File: config.mk
export PLATFORM = sky130hd
export DESIGN_NAME = fetch_decode_buffer
export DESIGN_NICKNAME = d
export VERILOG_FILES = /design/src/rtl/fetch_pkg.sv /design/src/rtl/fetch_decode_buffer.sv
export SDC_FILE = /design/constraint.sdc
export NUM_CORES = 1
export LEC_CHECK = 0
export ABC_AREA = 0
export CAP_MARGIN = 20
export CORE_ASPECT_RATIO = 1.2
export CORE_MARGIN = 2
export CORE_UTILIZATION = 59
export CTS_BUF_LIST = sky130_fd_sc_hd__clkbuf_4 sky130_fd_sc_hd__clkbuf_8
export DETAILED_ROUTE_END_ITERATION = 12
export PLACE_DENSITY = 0.89
export SYNTH_ARGS = -nofsm -noshare
export SYNTH_HDL_FRONTEND = slang
export SYNTH_SLANG_ARGS = --single-unit
File: constraint.sdc
create_clock -name clk -period 3.8 [get_ports clk]
set_input_delay 0.76 -clock clk [delete_from_list [all_inputs] [get_ports clk]]
set_output_delay 0.76 -clock clk [all_outputs]
set_load 0.01 [all_outputs]
File: src/rtl/fetch_pkg.sv
// Shared types for the fetch-to-decode instruction buffer.
// One buffered entry holds the instruction word, its PC and PC+4.
package fetch_pkg;

    localparam int XLEN = 32;

    localparam logic [XLEN-1:0] NOP = 32'h0000_0013;

    typedef struct packed {
        logic [XLEN-1:0] instr;
        logic [XLEN-1:0] pc;
        logic [XLEN-1:0] pc_plus4;
    } entry_t;

endpackage

File: src/rtl/fetch_decode_buffer.sv
// Two-entry skid FIFO between instruction fetch and decode.
// Head outputs show a NOP with zero PCs whenever the buffer is empty.
module fetch_decode_buffer
    import fetch_pkg::*;
#(
    parameter int ADDRESS_WIDTH = 32,
    parameter int DATAOUT_WIDTH = 32
) (
    input  logic                     clk,
    input  logic                     rst,
    input  logic                     in_valid,
    output logic                     in_ready,
    input  logic [DATAOUT_WIDTH-1:0] instr_in,
    input  logic [ADDRESS_WIDTH-1:0] pc_in,
    output logic                     out_valid,
    input  logic                     out_ready,
    output logic [DATAOUT_WIDTH-1:0] instr_out,
    output logic [ADDRESS_WIDTH-1:0] pc_out,
    output logic [ADDRESS_WIDTH-1:0] pc_plus4_out,
    input  logic                     flush,
    output logic [1:0]               count
);

    entry_t     mem [2];
    entry_t     head;
    entry_t     wr_entry;
    logic       rd_ptr;
    logic       wr_ptr;
    logic [1:0] count_q;
    logic       push;
    logic       pop;

    logic [ADDRESS_WIDTH-1:0] pc_inc;

    // Ready/valid decode only from the occupancy register.
    assign in_ready  = (count_q != 2'd2);
    assign out_valid = (count_q != 2'd0);
    assign count     = count_q;

    assign push = in_valid & in_ready & ~flush;
    assign pop  = out_valid & out_ready & ~flush;

    assign pc_inc = pc_in + ADDRESS_WIDTH'(4);

    always_comb begin
        wr_entry          = '0;
        wr_entry.instr    = XLEN'(instr_in);
        wr_entry.pc       = XLEN'(pc_in);
        wr_entry.pc_plus4 = XLEN'(pc_inc);
    end

    assign head = mem[rd_ptr];

    always_comb begin
        instr_out    = DATAOUT_WIDTH'(NOP);
        pc_out       = '0;
        pc_plus4_out = '0;
        if (out_valid) begin
            instr_out    = DATAOUT_WIDTH'(head.instr);
            pc_out       = ADDRESS_WIDTH'(head.pc);
            pc_plus4_out = ADDRESS_WIDTH'(head.pc_plus4);
        end
    end

    always_ff @(posedge clk or negedge rst) begin
        if (!rst) begin
            mem[0]  <= '0;
            mem[1]  <= '0;
            rd_ptr  <= 1'b0;
            wr_ptr  <= 1'b0;
            count_q <= 2'd0;
        end else if (flush) begin
            rd_ptr  <= 1'b0;
            wr_ptr  <= 1'b0;
            count_q <= 2'd0;
        end else begin
            if (push) begin
                mem[wr_ptr] <= wr_entry;
                wr_ptr      <= ~wr_ptr;
            end
            if (pop) begin
                rd_ptr <= ~rd_ptr;
            end
            unique case ({push, pop})
                2'b10:   count_q <= count_q + 2'd1;
                2'b01:   count_q <= count_q - 2'd1;
                default: count_q <= count_q;
            endcase
        end
    end

endmodule

# Word-level counts from Yosys, hierarchy flattened
# Cells that the tools add are included.
dict set report word_totals {
  romBits 0
  mem_count 0
  input_bits 69
  ramBits 0
  word_cells 48
  reg_bits 196
  output_inout_bits 100
  latchBits 0
}
dict set report classes {
  bitwise_logic 9
  n_eq_ne 3
  n_lt_le_gt_ge 3
  multipliers 0
  n_reduce_logical 6
  div 0
  n_shift 0
  add_sub_neg 3
  muxes 15
}
# cell count
set ops {}
lappend ops {{$mux W96} 4}
lappend ops {{$bwmux W192} 1}
lappend ops {{$demux W96 S1} 1}
lappend ops {{$mux W32} 3}
lappend ops {{$add A32 B3 Y32 const B} 1}
lappend ops {{$reduce_bool A2 Y1} 3}
lappend ops {{$and A1 B1 Y1} 4}
lappend ops {{$ge A2 B2 Y1 const B} 2}
lappend ops {{$mux W1} 4}
lappend ops {{$not A1 Y2} 2}
lappend ops {{$pmux W2 S2} 1}
lappend ops {{$not A1 Y1} 3}
lappend ops {{$reduce_bool A3 Y1} 1}
lappend ops {{$add A2 B1 Y2 const B} 1}
lappend ops {{$eq A2 B1 Y1 const B} 1}
lappend ops {{$eq A2 B2 Y1 const B} 1}
lappend ops {{$lt A2 B1 Y1 const B} 1}
lappend ops {{$mux W2} 1}
lappend ops {{$ne A2 B2 Y1 const B} 1}
lappend ops {{$reduce_and A2 Y1} 1}
lappend ops {{$sub A2 B1 Y2 const B} 1}
lappend ops {{$logic_and A1 B1 Y1} 1}

# Logic depth before layout (Yosys ltp)
# Gate-level depths: netlist of run 1.
dict set report logic_depth {
  depth_word 6
  mapped_depth 7
}

# Least setup slack after synthesis of run 1
# No wires, ideal clock.
dict set report synth_path {
  path_kind {register to output}
  startpoint {register rd_ptr}
  endpoint {output port pc_plus4_out[0]}
  slack_ns 1.447
  stages_incl_launch_ff 7
  t_arrival_ns 1.593
  path_cell_list {dfrtp_1 > clkbuf_1 > buf_1 > buf_2 > mux2i_1 > nor2_1 > buf_4}
}
dict set report synth_via {
  elab_chain_len 5
}
# element line_no
set synth_lines {}
lappend synth_lines {{from (decl)} fetch_decode_buffer.sv:27} ;# logic rd_ptr;
lappend synth_lines {{from (signal assigned)} fetch_decode_buffer.sv:82} ;# rd_ptr <= ~rd_ptr;
lappend synth_lines {{$not A1 Y2 (implied by the code)} fetch_decode_buffer.sv:52} ;# assign head = mem[rd_ptr];
lappend synth_lines {{$mux W96 (implied by the code) (3 in a row)} fetch_decode_buffer.sv:52}
lappend synth_lines {{$mux W32} fetch_decode_buffer.sv:58} ;# if (out_valid) begin
lappend synth_lines {{to (decl)} fetch_decode_buffer.sv:19} ;# output logic [ADDRESS_WIDTH-1:0] pc_plus4_out,
# No other way between the ends. The select of a mux whose other input is x is not followed.

# Worst setup path after layout of run 1
dict set report layout_path {
  startpoint {register rd_ptr}
  endpoint {output port pc_out[3]}
}
dict set report layout_via {
  elab_chain_len 5
}
# element line_no
set layout_lines {}
lappend layout_lines {{$not A1 Y2 (implied by the code)} fetch_decode_buffer.sv:52}
lappend layout_lines {{$mux W96 (implied by the code) (3 in a row)} fetch_decode_buffer.sv:52}
lappend layout_lines {{$mux W32} fetch_decode_buffer.sv:58}
lappend layout_lines {{to (decl)} fetch_decode_buffer.sv:18} ;# output logic [ADDRESS_WIDTH-1:0] pc_out,
# No other way between the ends. The select of a mux whose other input is x is not followed.

==> run metrics, run 1 <==
commonest non-fill, non-tap cell in the layout=nand2_1; Antenna diodes=0; global placement routability congestion=0.790; Yosys reg bits=192; Worst-path clk slew=90 ps; Clk Tree Root Cell=clkbuf_8; min cycle time layout=3200 ps; Num CTS Buffers=17; area delta synth->final=25.7%; Post-route DRC=0; detailed placement HPWL=14.3 mm; Slowest-stage cell, CP=dfrtp_4; most frequent cells in the layout=nand2_1, dfrtp_1, clkdlybuf4s50_1; relative slew slack=44.6%; fin nets=1134; outcome=finished, final reports clean; first-pass GRT wire length=35.9 mm; hold_buf cts=0; cell count after synthesis=916; # Max-Cap Violations=0; worst hold-check path type=in2async; CP peak stage delay=770 ps; Setup Fix Bufs, Post-CTS=0; arrival time at the worst endpoint=2440 ps; deepest level of the CTS H-tree=4; Die Ht=140 µm; delay-heaviest family, CP=buffers and inverters; Buffers on Ports=168; core box area=15100 µm²; Syn Std Cell Area=9120 µm²; FP Rows=49; leakage=4.90 nW; clock latency on the worst-skew pair=450 ps; met3 usage=5.29%; final hold viol count=0; share of cells above drive strength 1=13.2%; Finish-stage setup viols=0; largest net degree at the start of global routing=99; CP Launch Type=flip-flop; critical path type=reg2out; post-route antenna net violation count=0; Worst Path Buf+Inv=2; CTS sink cnt=192; Worst-Margin Slew=831 ps; fmax=0.313 GHz; critical-path cell list=buf_4 > mux2i_1 > nor2_1 > clkdlybuf4s50_1; Syn Area/Cell=9.95 µm²; Overall Power=5.66 mW; Post-synth ARST share=100%; clock skew=8.51 ps; CTS tree=yes; die area=16500 µm²; initial core utilization=60.4%; met2 track demand over resource=45.9%; Synth Warn #=0; Peak VDD IR=333 µV; Mapped Nets=986; RSZ-0062 raised after global routing=false; die width=117 µm; drt total wl=21.4 mm; Post-synth EDFFs=0; PostCTS Resize Cnt=0; Initial DRC Count=604; 1st-pass router iterations=5; vias in the first global route=7166; Synth cell types=37; PwrDens=493 nW/µm²; drt wl/cell=16.7 µm; Most Crowded Layer GR=met2; Total Routing Usage GR=27.0%; initial antenna violation count=1; CP Max Fanout=26; grt total ovfl=0; routed vias=7006; Most used DFF post-synth=dfrtp_1; GRT met1 Usage=35.5%; fin crit share=84.1%; Setup TNS=0 ps; clk buf depth=2; type of destination of the critical path=primary output; Seq/Total Area, Yosys=52.7%; Slew Viols, Final=0; I/O pins=169; Via density=5.47; Worst Path Required=3040 ps
==> metal layers <==
metal  routed length, µm  up-vias
li1                    -     3303
met3                1100       22
met2               11000      220
met5                  12        -
met1                9060     3459
met4                 235        2
==> stage by stage <==
step / utilization (%) / setup slack [ps] / cells / hold WS (ps) / cell area, µm²
3_5_place_dp: 73.5 / 837 / 1249 / 463 / 11100
4_1_cts: 76.0 / 564 / 1281 / 381 / 11500
3_3_place_gp: 73.5 / 891 / 1249 / 457 / 11100
5_1_grt: 76.0 / 479 / 1281 / 408 / 11500
2_1_floorplan: - / 1450 / 916 / 445 / 9120
6_report: 76.0 / 604 / 1281 / 359 / 11500
==> worst register-to-register path: stages (launching register included) <==
cell and delay, ps:
dfrtp_1 480, nand2b_1 220, nand2_1 160, nor3_4 630
buf_12 290, buf_4 230, nor2_1 60, a21oi_1 150
==> synth_stat cells (2+ instances only) <==
master	instances	area share, %
nand3_1	9	0.49
mux2_2	69	8.5
xnor2_1	25	2.4
dfrtp_1	192	53
and3_1	4	0.27
nor2_1	132	5.4
buf_4	6	0.49
nor3b_1	2	0.16
xor2_1	5	0.48
mux2i_1	95	10
a21oi_1	29	1.6
nor3_2	10	1.1
o21ai_0	25	1.4
nand2b_1	2	0.14
nand4_1	2	0.14
buf_1	2	0.082
or3_4	2	0.25
clkbuf_1	33	1.4
inv_1	8	0.33
buf_2	17	0.93
o21ai_1	8	0.44
nand2_1	221	9.1
nor3_1	4	0.22
==> final timing paths <==
| kind | start | to | slack [ps] | cells after the start |
|---|---|---|---|---|
| min in group clk | mem[92] | mem[92] | 480 | 2 |
| setup reg to reg | count[0] | mem[120] | 1490 | 7 |
| setup / recovery | rd_ptr | pc_out[3] | 600 | 4 |
| hold / removal | rst | mem[137] | 360 | 1 |
| hold reg to reg | mem[92] | mem[92] | 480 | 2 |
| max in group asynchronous | rst | mem[87] | 2710 | 2 |
==> power by group <==
group          switching, mW  internal, mW
clock network          0.681         0.582
logic                  0.726         0.799
registers              0.298          2.57
==> cell families after synthesis <==
group	after synthesis	synth area share (%)
AND/OR/NAND/NOR	397	18.3
flip-flops	192	52.7
multiplexers	164	19.0
buffers and inverters	68	3.47
AO/OA/AOI/OAI	64	3.55
XOR/XNOR	30	2.88
adder cells (fa/ha/maj)	1	0.137
==> state kept, by name, summed over array words and instances, names as in the netlist <==
name,flops
count,2
mem,188
rd_ptr,1
wr_ptr,1
==> layout make-up <==
type | count | area (µm²)
timing repair buffer | 189 | 1980
clock inverter | 10 | 85.1
inverter | 8 | 30.0
multi-input combinational | 656 | 4010
tap | 204 | 255
clock buffer | 22 | 290
fill | 1022 | 3620
sequential | 192 | 4810
Note: power is estimated with default switching activity, not from simulation.
==> run 2: changes to the inputs <==
- CORE_UTILIZATION: 59 -> 49
- PLACE_DENSITY: 0.89 -> 0.79
- clock period: 3.8 -> 2.8 ns (I/O delays scaled with it)
==> run 2 against run 1 <==
First-iteration DRC count down 35%. Total power up 36%. Critical endpoint is now pc_plus4_out[0]. Sequential power up 34%. Clock power up 39%. Global-route usage down 4.9 points. Sequential share of layout area down 0.44 points. Via count down 1.3%.
==> run metrics, run 2 (synthesis results as in run 1) <==
routed vias=6913 (-1.3%); critical path type=reg2out; relative slew slack=57.8% (+13 points); Buffers on Ports=168 (unchanged); CP Launch Type=flip-flop; delay-heaviest family, CP=buffers and inverters; type of destination of the critical path=primary output; min cycle time layout=2700 ps; Layout fillers=1434 (+40%); Initial DRC Count=391 (-35%); # Max-Cap Violations=0 (unchanged); max reg flops=188 (unchanged); placed cell count=1280 (+2.5%); drt wl/cell=16.1 µm (-3.7%); Setup TNS=0 ps (unchanged); area delta synth->final=27.1%; Worst Path Buf+Inv=2 (unchanged); Via density=5.27 (-3.7%); largest net degree at the start of global routing=75 (-24%); final hold viol count=0 (unchanged); fin nets=1146 (+1.1%); Layout Utilization=63.5% (-12 points); Worst-path clk slew=90 ps (about the same); P_sw=2.37 mW (+39%); first-pass GRT wire length=34.7 mm (-3.3%); Net Sw Frac=30.9% (+0.72 points); grt total ovfl=0 (unchanged); deepest level of the CTS H-tree=4 (unchanged); Non-Filler Instances=1313 (+2.5%); initial antenna violation count=0 (-1); worst hold-check path type=in2async; clock power share=22.8% (+0.5 points); initial core utilization=50.0% (-10 points); FP Rows=54 (+10%); Clk Tree Root Cell=clkbuf_8; 1st-pass router iterations=5 (unchanged); Reg2Reg Setup Slack=700 ps (-790 ps); worst flop-to-flop path startpoint=count[0]; outcome=finished, final reports clean; clk buf depth=2 (unchanged); Reg power frac=50.2% (-0.5 points); share of cells above drive strength 1=14.2% (+1.0 points); Top reg by flops=mem; Post-route DRC=0 (unchanged); Finish-stage setup viols=0 (unchanged); PwrDens=663 nW/µm² (+34%); Fin Hold WS=103 ps (-257 ps); CTS tree=yes; CTS sink cnt=192 (unchanged); CP peak stage delay=570 ps (-200 ps); critical-path cell list=buf_12 > mux2i_1 > nor2_1 > clkdlybuf4s50_1; RSZ-0062 raised after global routing=false; detailed placement HPWL=14.4 mm (+0.36%); CP Max Fanout=28 (+7.7%); Place WS=166 ps (-670 ps); Worst Path Required=2240 ps (-800 ps); Slew Viols, Final=0 (unchanged); Antenna diodes=0 (unchanged); global placement routability congestion=0.771 (-2.4%); I/O pins=169 (unchanged); Peak VDD IR=309 µV (-7.4%); Total Routing Usage GR=22.1% (-4.9 points); area of the multi-input gates=4010 µm² (unchanged); Setup WS post-layout=98.5 ps (-505 ps); FF-to-FF End=mem[138]; fmax=0.370 GHz; die area=19700 µm² (+20%); Num CTS Buffers=17 (unchanged); FF/Latch Area=4810 µm² (about the same); drt total wl=21.1 mm (-1.3%); post-route antenna net violation count=0 (unchanged); clock latency on the worst-skew pair=470 ps (+20 ps); Worst-Margin Slew=632 ps (-199 ps); vias in the first global route=6935 (-3.2%); most frequent cells in the layout=nand2_1, dfrtp_1, clkdlybuf4s50_1; leakage=4.94 nW (+0.76%); Slowest-stage cell, CP=clkdlybuf4s50_1; core box area=18200 µm² (+21%); combinational share of power=27.0% (about the same); commonest non-fill, non-tap cell in the layout=nand2_1; Die Ht=153 µm (+9.5%); P_int=5.31 mW (+34%); clock skew=10.1 ps (+1.60 ps); Reg2Reg Depth=5 (-2); die width=129 µm (+9.4%); arrival time at the worst endpoint=2140 ps (-300 ps); fin crit share=96.5%
## run 2: cell types whose count changed in the layout (fill, tap and decap cells not counted), moves of 2 or more
cell / previous run / this run
buf_4: 10 / 21
clkinv_2: 6 / 2
clkinvlp_4: 1 / 5
clkbuf_8: 21 / 19
inv_8: 0 / 2
## run 2: layout make-up
type | count | share of cell area (%)
Sequential cell | 192 | 41.5
Tap cell | 224 | 2.42
Clock buffer | 18 | 2.08
Inverter | 8 | 0.259
Clock inverter | 14 | 1.17
Multi-Input combinational cell | 656 | 34.6
Timing Repair Buffer | 201 | 17.9
## run 2: power by group through the flow
stage / sequential, mW / clock (mW) / combinational, mW
after floorplan: 3.81 / 0 / 1.25
after detailed placement: 3.92 / 0 / 2.08
after global placement: 3.88 / 0 / 2.03
after global routing: 3.95 / 1.89 / 2.31
final: 3.86 / 1.75 / 2.08
after CTS: 3.86 / 1.79 / 2.11
## run 2: worst reg2reg max path, delay by kind of cell (launching register included)
family        cells  cell delay (ps)
simple gates      3              790
flops             1              490
buf+inv           1              330
mux               1              370
## run 2: how the worst max path moves through the flow
| stage | from | to | cells after the start |
|---|---|---|---|
| after floorplan | rd_ptr | pc_plus4_out[0] | 6 |
| after global placement | pc_in[3] | mem[28] | 7 |
| after detailed placement | pc_in[3] | mem[28] | 7 |
| after CTS | count[1] | pc_out[0] | 4 |
| after global routing | rd_ptr | instr_out[4] | 4 |
| final | rd_ptr | pc_plus4_out[0] | 4 |
## run 2: timing repair
| action | 4_1_cts | 5_1_grt |
|---|---|---|
| hold buffers | 0 | 0 |
| endpoints found under the setup margin | 31 | 2 |
| gates resized for setup | 1 | 2 |
| buffers inserted | 1 | 0 |
## run 2: stage by stage
stage / area [µm²] / power, mW
floorplan: 9120 / 5.05
global placement: 11200 / 5.91
detailed placement: 11200 / 6.01
CTS: 11600 / 7.76
global route: 11600 / 8.16
finish: 11600 / 7.68
## run 2: per-layer routing
metal | track usage, % | vias up | wire length [µm]
met5 | 0 | - | 0
met4 | 7.71 | 0 | 448
met3 | 2.84 | 29 | 821
met2 | 37.0 | 177 | 10300
met1 | 29.6 | 3378 | 9540
li1 | - | 3329 | -
==> run 3: changes to the inputs <==
- GPL_TIMING_DRIVEN: unset -> 0
==> run 3 against run 2 <==
Maximum frequency decreased by 1.4%. Critical path depth increased by 1. First-iteration DRC count increased by 30%. Wire length increased by 8.9%. Combinational power about the same. Register-to-register slack got worse by 300 ps. Worst setup slack got worse by 39 ps. Clock skew increased by 2.2 ps. Via count increased by 2.4%. Total power increased by 0.45%. Utilization decreased by 0.075 points.
==> run metrics, run 3 (synthesis results as in run 1) <==
CTS sink cnt=192 (unchanged); Slowest-stage cell, CP=clkdlybuf4s50_1; Post-route DRC=0 (unchanged); Finish-stage setup viols=0 (unchanged); die width=129 µm (unchanged); share of cells above drive strength 1=14.7% (+0.48 points); routed vias=7079 (+2.4%); global placement routability congestion=0.807 (+4.7%); DP Area=11100 µm² (-0.85%); met2 track demand over resource=40.9% (+4.0 points); hold_buf cts=0 (unchanged); P_sw=2.31 mW (-2.4%); Die Ht=153 µm (unchanged); FF-to-FF End=mem[62]; met3 usage=4.73% (+1.9 points); clock latency on the worst-skew pair=470 ps (about the same); vias in the first global route=7083 (+2.1%); clk buf depth=2 (unchanged); fin crit share=97.9% (+1.4 points); leakage=5.01 nW (+1.4%); placed cell count=1308 (+2.2%); fmax=0.365 GHz (-1.4%); deepest level of the CTS H-tree=4 (unchanged); post-layout instance area=11600 µm² (-0.12%); detailed placement HPWL=16.3 mm (+13%); area of the multi-input gates=4010 µm² (-0.22%); first-pass GRT wire length=36.9 mm (+6.3%); Slew Viols, Final=0 (unchanged); Total Routing Usage GR=24.0% (+1.9 points); final hold viol count=0 (unchanged); PwrDens=667 nW/µm² (+0.57%); initial core utilization=50.0% (unchanged); I/O pins=169 (unchanged); clock power share=22.8% (about the same); Layout fillers=1526 (+6.4%); CP Launch Type=flip-flop; FP Rows=54 (unchanged); fin nets=1173 (+2.4%); Via density=5.29 (+0.41%); Worst path most repeated cell=buf_6; 1st-pass router iterations=5 (unchanged); Top reg by flops=mem; Worst-path clk slew=90 ps (about the same); Reg power frac=50.0% (-0.2 points); CTS tree=yes; Initial DRC Count=507 (+30%); FF/Latch Area=4810 µm² (about the same); Buffers on Ports=167 (-0.60%); P_int=5.40 mW (+1.7%); commonest non-fill, non-tap cell in the layout=nand2_1; most frequent cells in the layout=nand2_1, dfrtp_1, clkdlybuf4s50_1; Worst Path Buf+Inv=3 (+1); post-route antenna net violation count=0 (unchanged); min cycle time layout=2740 ps (+39.0 ps); delay-heaviest family, CP=buffers and inverters; critical-path cell list=buf_6 > buf_6 > mux2i_1 > nor2_1 > clkdlybuf4s50_1; type of destination of the critical path=primary output; Most Crowded Layer GR=met2; combinational share of power=27.1% (about the same); Fin Hold WS=118 ps (+15.4 ps); Worst-Margin Slew=733 ps (+100 ps); Non-Filler Instances=1339 (+2.0%); drt wl/cell=17.2 µm (+6.8%); Worst Path Required=2240 ps (about the same); max reg flops=188 (unchanged); Setup TNS=0 ps (unchanged); relative slew slack=51.2% (-6.7 points); # Max-Cap Violations=0 (unchanged); grt total ovfl=0 (unchanged); Reg2Reg Depth=5 (unchanged); initial antenna violation count=0 (unchanged); worst flop-to-flop path startpoint=count[0]; largest net degree at the start of global routing=99 (+32%); critical path type=reg2out; area delta synth->final=27.0%; CP peak stage delay=590 ps (+20 ps); Clk Tree Root Cell=clkbuf_8; Setup Fix Bufs, Post-CTS=0 (-1); core box area=18200 µm² (unchanged); die area=19700 µm² (unchanged); GRT met1 Usage=30.9% (+1.3 points); worst hold-check path type=in2async; drt total wl=23.0 mm (+8.9%); clock skew=12.3 ps (+2.16 ps); Antenna diodes=0 (unchanged); Num CTS Buffers=17 (unchanged); arrival time at the worst endpoint=2180 ps (+40 ps); Net Sw Frac=30.0% (-0.87 points); Peak VDD IR=341 µV (+11%); Reg2Reg Setup Slack=400 ps (-300 ps); CP Max Fanout=10 (-64%); outcome=finished, final reports clean
## run 3: routing by layer
metal | wire length (µm) | vias to the layer above | part of all wire, %
li1 | - | 3371 | -
met1 | 10000 | 3508 | 44
met2 | 11600 | 173 | 50
met3 | 1040 | 27 | 4.5
met4 | 390 | 0 | 1.7
met5 | 0 | - | 0
## run 3: worst reg2reg max path: cells and delay by family (launching register included)
family / cells / cell delay, ps
buf+inv: 2 / 1080
simple gates: 2 / 550
flops: 1 / 470
compound gates: 1 / 170
## run 3: stage by stage
step           util [%]  setup WS [ps]  power (mW)
3_3_place_gp       60.7          -6670        5.90
4_1_cts            63.3          -23.8        7.75
2_1_floorplan         -            647        5.05
3_5_place_dp       60.9           -202        6.00
6_report           63.4           59.4        7.72
5_1_grt            63.4          -4.30        8.18
## run 3: power by group through the flow
stage | Sequential (mW) | Clock, mW | Combinational, mW
finish | 3.86 | 1.76 | 2.10
global route | 3.96 | 1.90 | 2.32
floorplan | 3.81 | 0 | 1.25
detailed placement | 3.92 | 0 | 2.08
CTS | 3.86 | 1.78 | 2.11
global placement | 3.88 | 0 | 2.02
## run 3: what timing repair did
item | 4_1_cts | 5_1_grt
pin swaps | 0 | 2
gates cloned | 1 | 0
setup endpoints to repair | 96 | 65
gates resized for setup | 31 | 21
## run 3: worst max-delay path by stage
stage | from | to | slack [ps] | cells after the start
2_1_floorplan | rd_ptr | pc_plus4_out[0] | 650 | 6
6_report | rd_ptr | pc_plus4_out[17] | 60 | 5
5_1_grt | rd_ptr | pc_plus4_out[19] | -4 | 5
3_3_place_gp | rst | mem[163] | -6670 | 1
3_5_place_dp | rd_ptr | pc_plus4_out[1] | -200 | 7
4_1_cts | rd_ptr | instr_out[1] | -20 | 5
## run 3: layout make-up
cell class | count | share of cell area, %
Timing Repair Buffer | 169 | 14.8
Buffer | 59 | 3.09
Inverter | 8 | 0.259
Sequential cell | 192 | 41.5
Clock buffer | 26 | 2.77
Tap cell | 224 | 2.42
Clock inverter | 5 | 0.476
Multi-Input combinational cell | 656 | 34.6
